[src/rtl/gvizi_pkg.sv]
// Shared types for the gvizi pulse stretcher.
// Channel FSM states and the default channel count.
package gvizi_pkg;

    localparam int NCH_DEF = 4;

    typedef enum logic [1:0] {
        IDLE    = 2'd0,
        ACTIVE  = 2'd1,
        HOLDOFF = 2'd2
    } ch_state_t;

endpackage

[src/rtl/stretch_channel.sv]
// One stretcher channel: synchronizer, edge detect, FSM,
// width/holdoff counters, LED on-time timer and overrun flag.
module stretch_channel
    import gvizi_pkg::*;
#(
    parameter int WW        = 16,
    parameter int LED_TICKS = 8
) (
    input  logic          clk,
    input  logic          reset,
    input  logic          tick,
    input  logic          en,
    input  logic          pulse_in,
    input  logic [WW-1:0] width,
    input  logic [7:0]    holdoff,
    input  logic          clr_err,
    output logic          pulse_out,
    output logic          led_out,
    output logic          busy,
    output logic          overrun
);

    localparam int LW = $clog2(LED_TICKS + 1);
    localparam logic [LW-1:0] LED_LOAD = LW'(LED_TICKS);

    logic [2:0]    sync_q;
    logic [1:0]    fill_q;
    logic          armed_q;
    logic          edge_det;
    logic          trig;
    ch_state_t     state_q;
    logic [WW-1:0] cnt_q;
    logic [7:0]    hold_q;
    logic [LW-1:0] led_cnt_q;

    // armed_q blocks a level that was already high across reset
    assign edge_det = sync_q[1] & ~sync_q[2] & armed_q;
    assign trig     = edge_det & en & (state_q == IDLE);
    assign busy     = (state_q != IDLE);

    always_ff @(posedge clk or posedge reset) begin
        if (reset) begin
            sync_q  <= '0;
            fill_q  <= '0;
            armed_q <= 1'b0;
        end else begin
            sync_q  <= {sync_q[1:0], pulse_in};
            fill_q  <= {fill_q[0], 1'b1};
            armed_q <= armed_q | (fill_q[1] & ~sync_q[1]);
        end
    end

    always_ff @(posedge clk or posedge reset) begin
        if (reset) begin
            state_q   <= IDLE;
            cnt_q     <= '0;
            hold_q    <= '0;
            pulse_out <= 1'b0;
        end else if (!en) begin
            state_q   <= IDLE;
            cnt_q     <= '0;
            hold_q    <= '0;
            pulse_out <= 1'b0;
        end else begin
            unique case (state_q)
                IDLE: begin
                    if (trig) begin
                        state_q   <= ACTIVE;
                        cnt_q     <= (width == '0) ? '0 : width - WW'(1);
                        hold_q    <= holdoff;
                        pulse_out <= 1'b1;
                    end
                end
                ACTIVE: begin
                    if (cnt_q == '0) begin
                        pulse_out <= 1'b0;
                        if (hold_q == 8'd0) begin
                            state_q <= IDLE;
                        end else begin
                            state_q <= HOLDOFF;
                            hold_q  <= hold_q - 8'd1;
                        end
                    end else begin
                        cnt_q <= cnt_q - WW'(1);
                    end
                end
                HOLDOFF: begin
                    if (hold_q == 8'd0) begin
                        state_q <= IDLE;
                    end else begin
                        hold_q <= hold_q - 8'd1;
                    end
                end
                default: begin
                    state_q   <= IDLE;
                    pulse_out <= 1'b0;
                end
            endcase
        end
    end

    always_ff @(posedge clk or posedge reset) begin
        if (reset) begin
            led_cnt_q <= '0;
            led_out   <= 1'b0;
            overrun   <= 1'b0;
        end else begin
            // a fresh overrun outranks a same-cycle clear
            overrun <= (overrun & ~clr_err) | (edge_det & en & busy);
            if (!en) begin
                led_cnt_q <= '0;
                led_out   <= 1'b0;
            end else if (trig) begin
                led_cnt_q <= LED_LOAD;
                led_out   <= 1'b1;
            end else if (tick && led_cnt_q != '0) begin
                led_cnt_q <= led_cnt_q - LW'(1);
                led_out   <= (led_cnt_q != LW'(1));
            end
        end
    end

endmodule

[src/rtl/gvizi_pulse_stretcher.sv]
// Multi-channel pulse stretcher with LED drive and overrun flags.
// One stretch_channel per channel, sharing width/holdoff/tick.
module gvizi_pulse_stretcher
    import gvizi_pkg::*;
#(
    parameter int NCH       = NCH_DEF,
    parameter int WW        = 16,
    parameter int LED_TICKS = 8
) (
    input  logic           clk,
    input  logic           reset,
    input  logic           tick,
    input  logic [NCH-1:0] ch_en,
    input  logic [NCH-1:0] pulse_in,
    input  logic [WW-1:0]  width,
    input  logic [7:0]     holdoff,
    input  logic           clr_err,
    output logic [NCH-1:0] pulse_out,
    output logic [NCH-1:0] led_out,
    output logic [NCH-1:0] busy,
    output logic [NCH-1:0] overrun
);

    genvar i;
    generate
        for (i = 0; i < NCH; i++) begin : g_ch
            stretch_channel #(
                .WW        (WW),
                .LED_TICKS (LED_TICKS)
            ) u_ch (
                .clk       (clk),
                .reset     (reset),
                .tick      (tick),
                .en        (ch_en[i]),
                .pulse_in  (pulse_in[i]),
                .width     (width),
                .holdoff   (holdoff),
                .clr_err   (clr_err),
                .pulse_out (pulse_out[i]),
                .led_out   (led_out[i]),
                .busy      (busy[i]),
                .overrun   (overrun[i])
            );
        end
    endgenerate

endmodule

[config.mk]
export PLATFORM = sky130hd
export DESIGN_NAME = gvizi_pulse_stretcher
export DESIGN_NICKNAME = d
export VERILOG_FILES = /design/src/rtl/gvizi_pkg.sv /design/src/rtl/stretch_channel.sv /design/src/rtl/gvizi_pulse_stretcher.sv
export SDC_FILE = /design/constraint.sdc
export NUM_CORES = 1
export LEC_CHECK = 0
export BUFFER_PORTS_ARGS = -buffer_cell sky130_fd_sc_hd__buf_2
export CORE_ASPECT_RATIO = 0.75
export CORE_MARGIN = 2
export CORE_UTILIZATION = 40
export CTS_CLUSTER_SIZE = 28
export DETAILED_ROUTE_END_ITERATION = 10
export HOLD_SLACK_MARGIN = 0.1
export PLACE_DENSITY_LB_ADDON = 0.2
export SLEW_MARGIN = 30
export SYNTH_ARGS = -nofsm -noshare
export SYNTH_HDL_FRONTEND = slang
export SYNTH_SLANG_ARGS = --single-unit
[constraint.sdc]
create_clock -name clk -period 7.2 [get_ports clk]
set_input_delay 1.08 -clock clk [delete_from_list [all_inputs] [get_ports clk]]
set_output_delay 1.08 -clock clk [all_outputs]
set_load 0.005 [all_outputs]
After elaboration in Yosys (flattened, before gate mapping)
Cells that the tools add are included.
Operators by class
  equal/unequal tests: 44
  bitwise gates (word level): 45
  reductions and logical operators: 41
  add/subtract/negate cells: 13
  muxes and demuxes: 101
Operators with widths (count)
  two-way mux 16 bit: 13
  two-way mux 8 bit: 16
  one-hot mux 16 bit (2 select lines): 4
  one-hot mux 8 bit (3 select lines): 4
  logical NOT 16 bit: 5
  subtractor 16 x 1 -> 16 bit, second input constant: 5
  two-way mux 4 bit: 12
  AND reduction 3 bit: 16
  two-way mux 2 bit: 20
  inequality test 3 x 2 -> 1 bit, second input constant: 12
  logical NOT 8 bit: 4
  inequality test 4 x 1 -> 1 bit, second input constant: 8
  subtractor 8 x 1 -> 8 bit, second input constant: 4
  AND 1 bit: 28
  two-way mux 1 bit: 24
  inequality test 3 x 1 -> 1 bit, second input constant: 8
  one-hot mux 2 bit (3 select lines): 4
  nonzero test 4 bit: 4
  subtractor 4 x 1 -> 4 bit, second input constant: 4
  inequality test 3 bit, second input constant: 4
  one-hot mux 1 bit (3 select lines): 4
  inverter 1 bit: 9
  equality test 2 x 1 -> 1 bit, second input constant: 4
  equality test 2 bit, second input constant: 4
  other kinds (5): 24
Storage, ports and cells
  output and inout bits: 16
  flip-flop bits (word level): 156
  word-level logic and storage cells: 284
  input port bits: 36

Logic depth before layout (Yosys ltp)
  depth after elaboration: 8
  gate-level depth with buffers: 10

By module
Synthesis repeated with hierarchy kept, for this count alone.
Second synthesis, totals
  cells, all modules: 1241
  area total of the unflattened synthesis: 10695.3 um2
By module, submodules not included
  stretch_channel at g_ch[0].u_ch ...: sequential area each 975.9 um2, cells an instance 310, times used 2, area each 2671.3 um2
  stretch_channel at g_ch[2].u_ch: sequential area each 975.9 um2, cells an instance 314, times used 1, area each 2686.3 um2
  stretch_channel at g_ch[3].u_ch: sequential area each 975.9 um2, cells an instance 307, times used 1, area each 2666.3 um2

Worst setup path after synthesis
Ideal clock, no wire load.
  path kind: input -> register
  from: in width[0]
  to: reg g_ch[2].u_ch.cnt_q[11]
  cell stages on the path: 10
  required time: 7.077 ns
  buffers on the path: 2
  data arrival time: 2.793 ns
  slack: 4.284 ns
  cells stage by stage: clkbuf_1 > inv_1 > ha_1 > nor2b_1 > nand4_1 > nor4_4 > buf_2 > a21oi_1 > a22oi_1 > nand2_1
On the way
  word-level cells in the longest chain between the ends: 5
RTL lines
  start: declaration: RTL line gvizi_pulse_stretcher.sv:15  | input logic [WW-1:0] width,
  subtractor 16 x 1 -> 16 bit or logical NOT 16 bit (tied branches): RTL line stretch_channel.sv:69  | cnt_q <= (width == '0) ? '0 : width - WW'(1);
  two-way mux 16 bit *: RTL line stretch_channel.sv:69
  two-way mux 16 bit *: RTL line stretch_channel.sv:67  | if (trig) begin
  one-hot mux 16 bit (2 select lines) *: RTL line stretch_channel.sv:65  | unique case (state_q)
  two-way mux 16 bit *: RTL line stretch_channel.sv:59  | end else if (!en) begin
  end signal: assignment: RTL line stretch_channel.sv:69
  end signal: assignment: RTL line stretch_channel.sv:84  | cnt_q <= cnt_q - WW'(1);
  end: declaration: RTL line stretch_channel.sv:32  | logic [WW-1:0] cnt_q;
Every way passes the cells marked *; elsewhere a longest branch is shown, timed or not. The select of a mux whose other input is x is not followed.
A chain may end at the register's enable or synchronous reset.

Final worst setup path
  from: reg g_ch[2].u_ch.state_q[1]
  to: reg g_ch[2].u_ch.cnt_q[5]
On the way
  word-level cells in the longest chain between the ends: 4
RTL lines
  start: declaration: RTL line stretch_channel.sv:31  | ch_state_t state_q;
  start signal: assignment: RTL line stretch_channel.sv:55  | state_q <= IDLE;
  start signal: assignment: RTL line stretch_channel.sv:60  | state_q <= IDLE;
  start signal: assignment: RTL line stretch_channel.sv:68  | state_q <= ACTIVE;
  logical NOT 2 bit: RTL line stretch_channel.sv:38, stretch_channel.sv:65
  AND 1 bit: RTL line stretch_channel.sv:38  | assign trig = edge_det & en & (state_q == IDLE);
  inequality test 3 x 2 -> 1 bit (no source line)
  AND reduction 3 bit (no source line)
Several ways; a longest one is shown, not always the timed one.

==> metrics.txt <==
# TYPE chip_impl_metric gauge
chip_impl_metric{name="clock_skew",unit="ps"} 10.9
chip_impl_metric{name="timing.critical_path.fanout_max",unit=""} 23
chip_impl_info{name="setup.worst_path.end_class",value="register"} 1
chip_impl_metric{name="clk_transition_reported_paths",unit="ps"} 60
chip_impl_metric{name="n_antenna_cell",unit=""} 0
chip_impl_metric{name="cts_setup_buffers",unit=""} 0
chip_impl_metric{name="antenna_found_initial",unit=""} 1
chip_impl_metric{name="first_global_vias",unit=""} 7950
chip_impl_metric{name="post_synth_instance_area",unit="um2"} 9450
chip_impl_metric{name="pin_count",unit=""} 52
chip_impl_metric{name="max_stage_delay",unit="ps"} 760
chip_impl_metric{name="dieWidth",unit="um"} 182
chip_impl_metric{name="setup_tns",unit="ps"} 0
chip_impl_metric{name="final_layout_size_suffix_gt1_frac",unit=""} 0.103
chip_impl_metric{name="fp.dieH",unit="um"} 137
chip_impl_metric{name="hold_bufs_at_cts",unit=""} 0
chip_impl_metric{name="power.static_leakage",unit="nW"} 4.56
chip_impl_metric{name="synth-seq-cells",unit=""} 150
chip_impl_metric{name="place.gp.congestion",unit=""} 0.878
chip_impl_metric{name="synth_cell_type_count",unit=""} 79
chip_impl_metric{name="grt_start_max_net_pins",unit=""} 91
chip_impl_metric{name="vdd_drop_max",unit="mV"} 0.211
chip_impl_metric{name="worst_slew_margin_rel",unit=""} 0.309
chip_impl_metric{name="pwr_density_cell",unit="nW/um2"} 427
chip_impl_info{name="kind_of_cell_adding_the_most_delay_to_the_critical_path",value="compound AO/OA/AOI/OAI gates"} 1
chip_impl_metric{name="critical_path.n_buffers_inverters",unit=""} 2
chip_impl_metric{name="clock_sinks",unit=""} 150
chip_impl_metric{name="core_region_area",unit="um2"} 23100
chip_impl_metric{name="sequential_share_of_power",unit=""} 0.302
chip_impl_metric{name="grt_pass1_wl",unit="um"} 42900
chip_impl_metric{name="drcViolationCount",unit=""} 0
chip_impl_metric{name="net_count_after_synthesis",unit=""} 1187
chip_impl_metric{name="final_antenna_net_count",unit=""} 0
chip_impl_metric{name="htreeDepth",unit=""} 4
chip_impl_metric{name="fillcell_total",unit=""} 2244
chip_impl_metric{name="hold_ws",unit="ps"} 350
chip_impl_metric{name="levels_on_crit_path",unit=""} 7
chip_impl_metric{name="hold-path-cell-count",unit=""} 0
chip_impl_metric{name="initial_core_utilization",unit=""} 0.409
chip_impl_metric{name="finalSetupViolCount",unit=""} 0
chip_impl_metric{name="synthCells",unit=""} 1114
chip_impl_metric{name="clock_latency",unit="ps"} 430
chip_impl_metric{name="report.final.slew_viol_count",unit=""} 0
chip_impl_metric{name="switching_share",unit=""} 0.433
chip_impl_info{name="path_cells",value="inv_1, ha_1, nand2_1, o21ai_0, buf_4, nor2_1, a22o_1"} 1
chip_impl_metric{name="clock_network_fraction_of_design_power",unit=""} 0.233
chip_impl_info{name="cts_tree",value="done"} 1
chip_impl_metric{name="synth.yosys.warnings",unit=""} 0
chip_impl_metric{name="die_area",unit="um2"} 24900
chip_impl_info{name="kind_of_path_behind_the_tightest_hold_check",value="register to register"} 1
chip_impl_metric{name="dpl.hpwl",unit="um"} 18400
chip_impl_metric{name="cts_buffer_depth",unit=""} 2
chip_impl_info{name="critPathSlowestCell",value="sky130_fd_sc_hd__o21ai_0"} 1
chip_impl_metric{name="critPathRequiredTime",unit="ps"} 7510
chip_impl_metric{name="cp_data_arrival_time",unit="ps"} 3650
chip_impl_metric{name="ys_seq_area_frac",unit=""} 0.397
chip_impl_metric{name="cts_inserted_buffers",unit=""} 17
chip_impl_metric{name="area_overhead_vs_synth",unit="%"} 11.4
chip_impl_metric{name="drtIter0Drc",unit=""} 881
chip_impl_metric{name="number_of_nets_in_the_final_layout",unit=""} 1211
chip_impl_metric{name="p_int",unit="W"} 0.00255
chip_impl_metric{name="grt-ovfl-total",unit=""} 0
chip_impl_metric{name="layout_min_cycle_time",unit="ps"} 3340
chip_impl_metric{name="max_freq",unit="MHz"} 299
chip_impl_metric{name="final_min_period_over_clock_period",unit=""} 0.464
chip_impl_metric{name="async_flop_share",unit=""} 1.00
chip_impl_metric{name="cts_repair_resize_count",unit=""} 0
chip_impl_metric{name="total_wirelength",unit="um"} 26200
chip_impl_info{name="synth_ff_type",value="sky130_fd_sc_hd__dfrtp_1"} 1
chip_impl_metric{name="detail_route.first_pass.iterations",unit=""} 5
chip_impl_metric{name="synth_enable_flop_cells",unit=""} 0
chip_impl_metric{name="p_sw",unit="W"} 0.00195
chip_impl_metric{name="final_hold_viol_count",unit=""} 0
chip_impl_info{name="crit_path_start_kind",value="register"} 1
chip_impl_info{name="buffer_type_at_the_clock_tree_root",value="sky130_fd_sc_hd__clkbuf_16"} 1
chip_impl_info{name="result_of_the_run",value="finished clean"} 1
chip_impl_metric{name="maxCapViolations",unit=""} 0
chip_impl_metric{name="pwr-share-comb",unit=""} 0.465
chip_impl_info{name="unrepaired_setup_endpoints_after_global_routing",value="no"} 1
chip_impl_metric{name="worst_slew_pin_slew",unit="ps"} 1010
chip_impl_metric{name="syn_area_per_cell",unit="um2"} 8.49
chip_impl_info{name="crit_type",value="register to register"} 1
chip_impl_metric{name="worst_r2r_path_depth",unit=""} 7
chip_impl_metric{name="route.vias.total",unit=""} 8533
chip_impl_metric{name="vias_per_cell",unit=""} 5.88
chip_impl_metric{name="place.port_buffers",unit=""} 51
chip_impl_info{name="layout_commonest_cell",value="sky130_fd_sc_hd__dfrtp_1"} 1
chip_impl_metric{name="placement_rows",unit=""} 48
chip_impl_metric{name="gr-usage-all-layers",unit=""} 0.219
chip_impl_info{name="layout.cells.most_common_list",value="sky130_fd_sc_hd__dfrtp_1, sky130_fd_sc_hd__nor2_1, sky130_fd_sc_hd__o21ai_0, sky130_fd_sc_hd__nand2_1, sky130_fd_sc_hd__a21oi_1"} 1
chip_impl_metric{name="avgRoutedWirePerCell",unit="um"} 18.0
[cells by family (layout without fill, tap and decap cells)]
family	after synthesis	in the layout	synth area share
and+or+nand+nor	429	429	0.231
adders and majority gates	37	37	0.0490
DFF	150	150	0.397
buffers and inverters	117	154	0.0552
AOI/OAI and AO/OA	335	335	0.221
other	1	1	0.000397
muxes	25	25	0.0271
xor gates and xnor gates	20	20	0.0185
[cells in the mapped netlist, drive strengths merged (8+ instances only)]
master  number  area, um2
nand2      100        375
nor2b        9       56.3
clkbuf      29        119
nor4        19        168
and2         9       56.3
buf         22        155
dfrtp      150       3750
nor3        48        262
nand4       12       75.1
mux2i       20        200
nor2       119        449
a22o        13        115
xor2        13        114
nand2b      15       93.8
ha          37        463
or4          8       63.8
o32ai        8       70.1
o22ai       15       93.8
a21oi       64        320
inv         64        240
a31oi       23        150
o31ai        9       67.6
nand3b      11       82.6
nand3       41        210
o21ai      128        641
[power by group through the flow]
stage                     Sequential [W]  Combinational, W  Clock (W)
after global placement           0.00136           0.00206          0
after detailed placement         0.00136           0.00206          0
after CTS                        0.00136           0.00208    0.00107
after floorplan                  0.00130           0.00166          0
final                            0.00136           0.00209    0.00105
after global routing             0.00140           0.00237    0.00110
[through the flow]
step | setup WS, ps | power, W | area, um2 | util | std cells
3_3_place_gp | 3760 | 0.00342 | 9850 | 0.426 | 1419
3_5_place_dp | 3660 | 0.00343 | 9850 | 0.426 | 1419
4_1_cts | 3920 | 0.00450 | 10500 | 0.455 | 1451
6_report | 3860 | 0.00450 | 10500 | 0.455 | 1451
5_1_grt | 3670 | 0.00487 | 10500 | 0.455 | 1451
2_1_floorplan | 2080 | 0.00297 | 9450 | - | 1114
[worst paths after layout]
path	startpoint	end	slack, ps
setup / recovery	g_ch[2].u_ch.state_q[1]	g_ch[2].u_ch.cnt_q[5]	3860
hold / removal	g_ch[3].u_ch.fill_q[0]	g_ch[0].u_ch.fill_q[1]	350
setup reg to reg	g_ch[2].u_ch.state_q[1]	g_ch[2].u_ch.cnt_q[5]	3860
hold reg to reg	g_ch[3].u_ch.fill_q[0]	g_ch[0].u_ch.fill_q[1]	350
max in group asynchronous	reset	g_ch[1].u_ch.cnt_q[13]	5040
min in group asynchronous	reset	g_ch[1].u_ch.hold_q[4]	830
[area by class of cell]
class	count	area (um2)	area share
multi-input combinational	847	5180	0.492
clock buffer	19	453	0.0430
inverter	66	253	0.0240
sequential	150	3750	0.356
timing repair buffer	56	293	0.0278
clock inverter	13	225	0.0214
tap	300	375	0.0356
[sequential cells by signal, summed over array words and instances, names as in the netlist]
signal               flops
g_ch.u_ch.cnt_q         64
g_ch.u_ch.hold_q        32
g_ch.u_ch.led_cnt_q     16
g_ch.u_ch.sync_q        12
g_ch.u_ch.state_q        8
g_ch.u_ch.armed_q        4
g_ch.u_ch.led_out        4
g_ch.u_ch.overrun        4
g_ch.u_ch.pulse_out      4
g_ch.u_ch.fill_q         2
[metal layers]
layer  share of wire  track usage  up-vias
met2            0.42        0.318      299
met5               0            0        -
met4           0.017       0.0614        0
met1            0.49        0.326     4103
li1                -            -     4097
met3           0.072       0.0490       34
No activity file was read; power rests on OpenSTA's default activity.
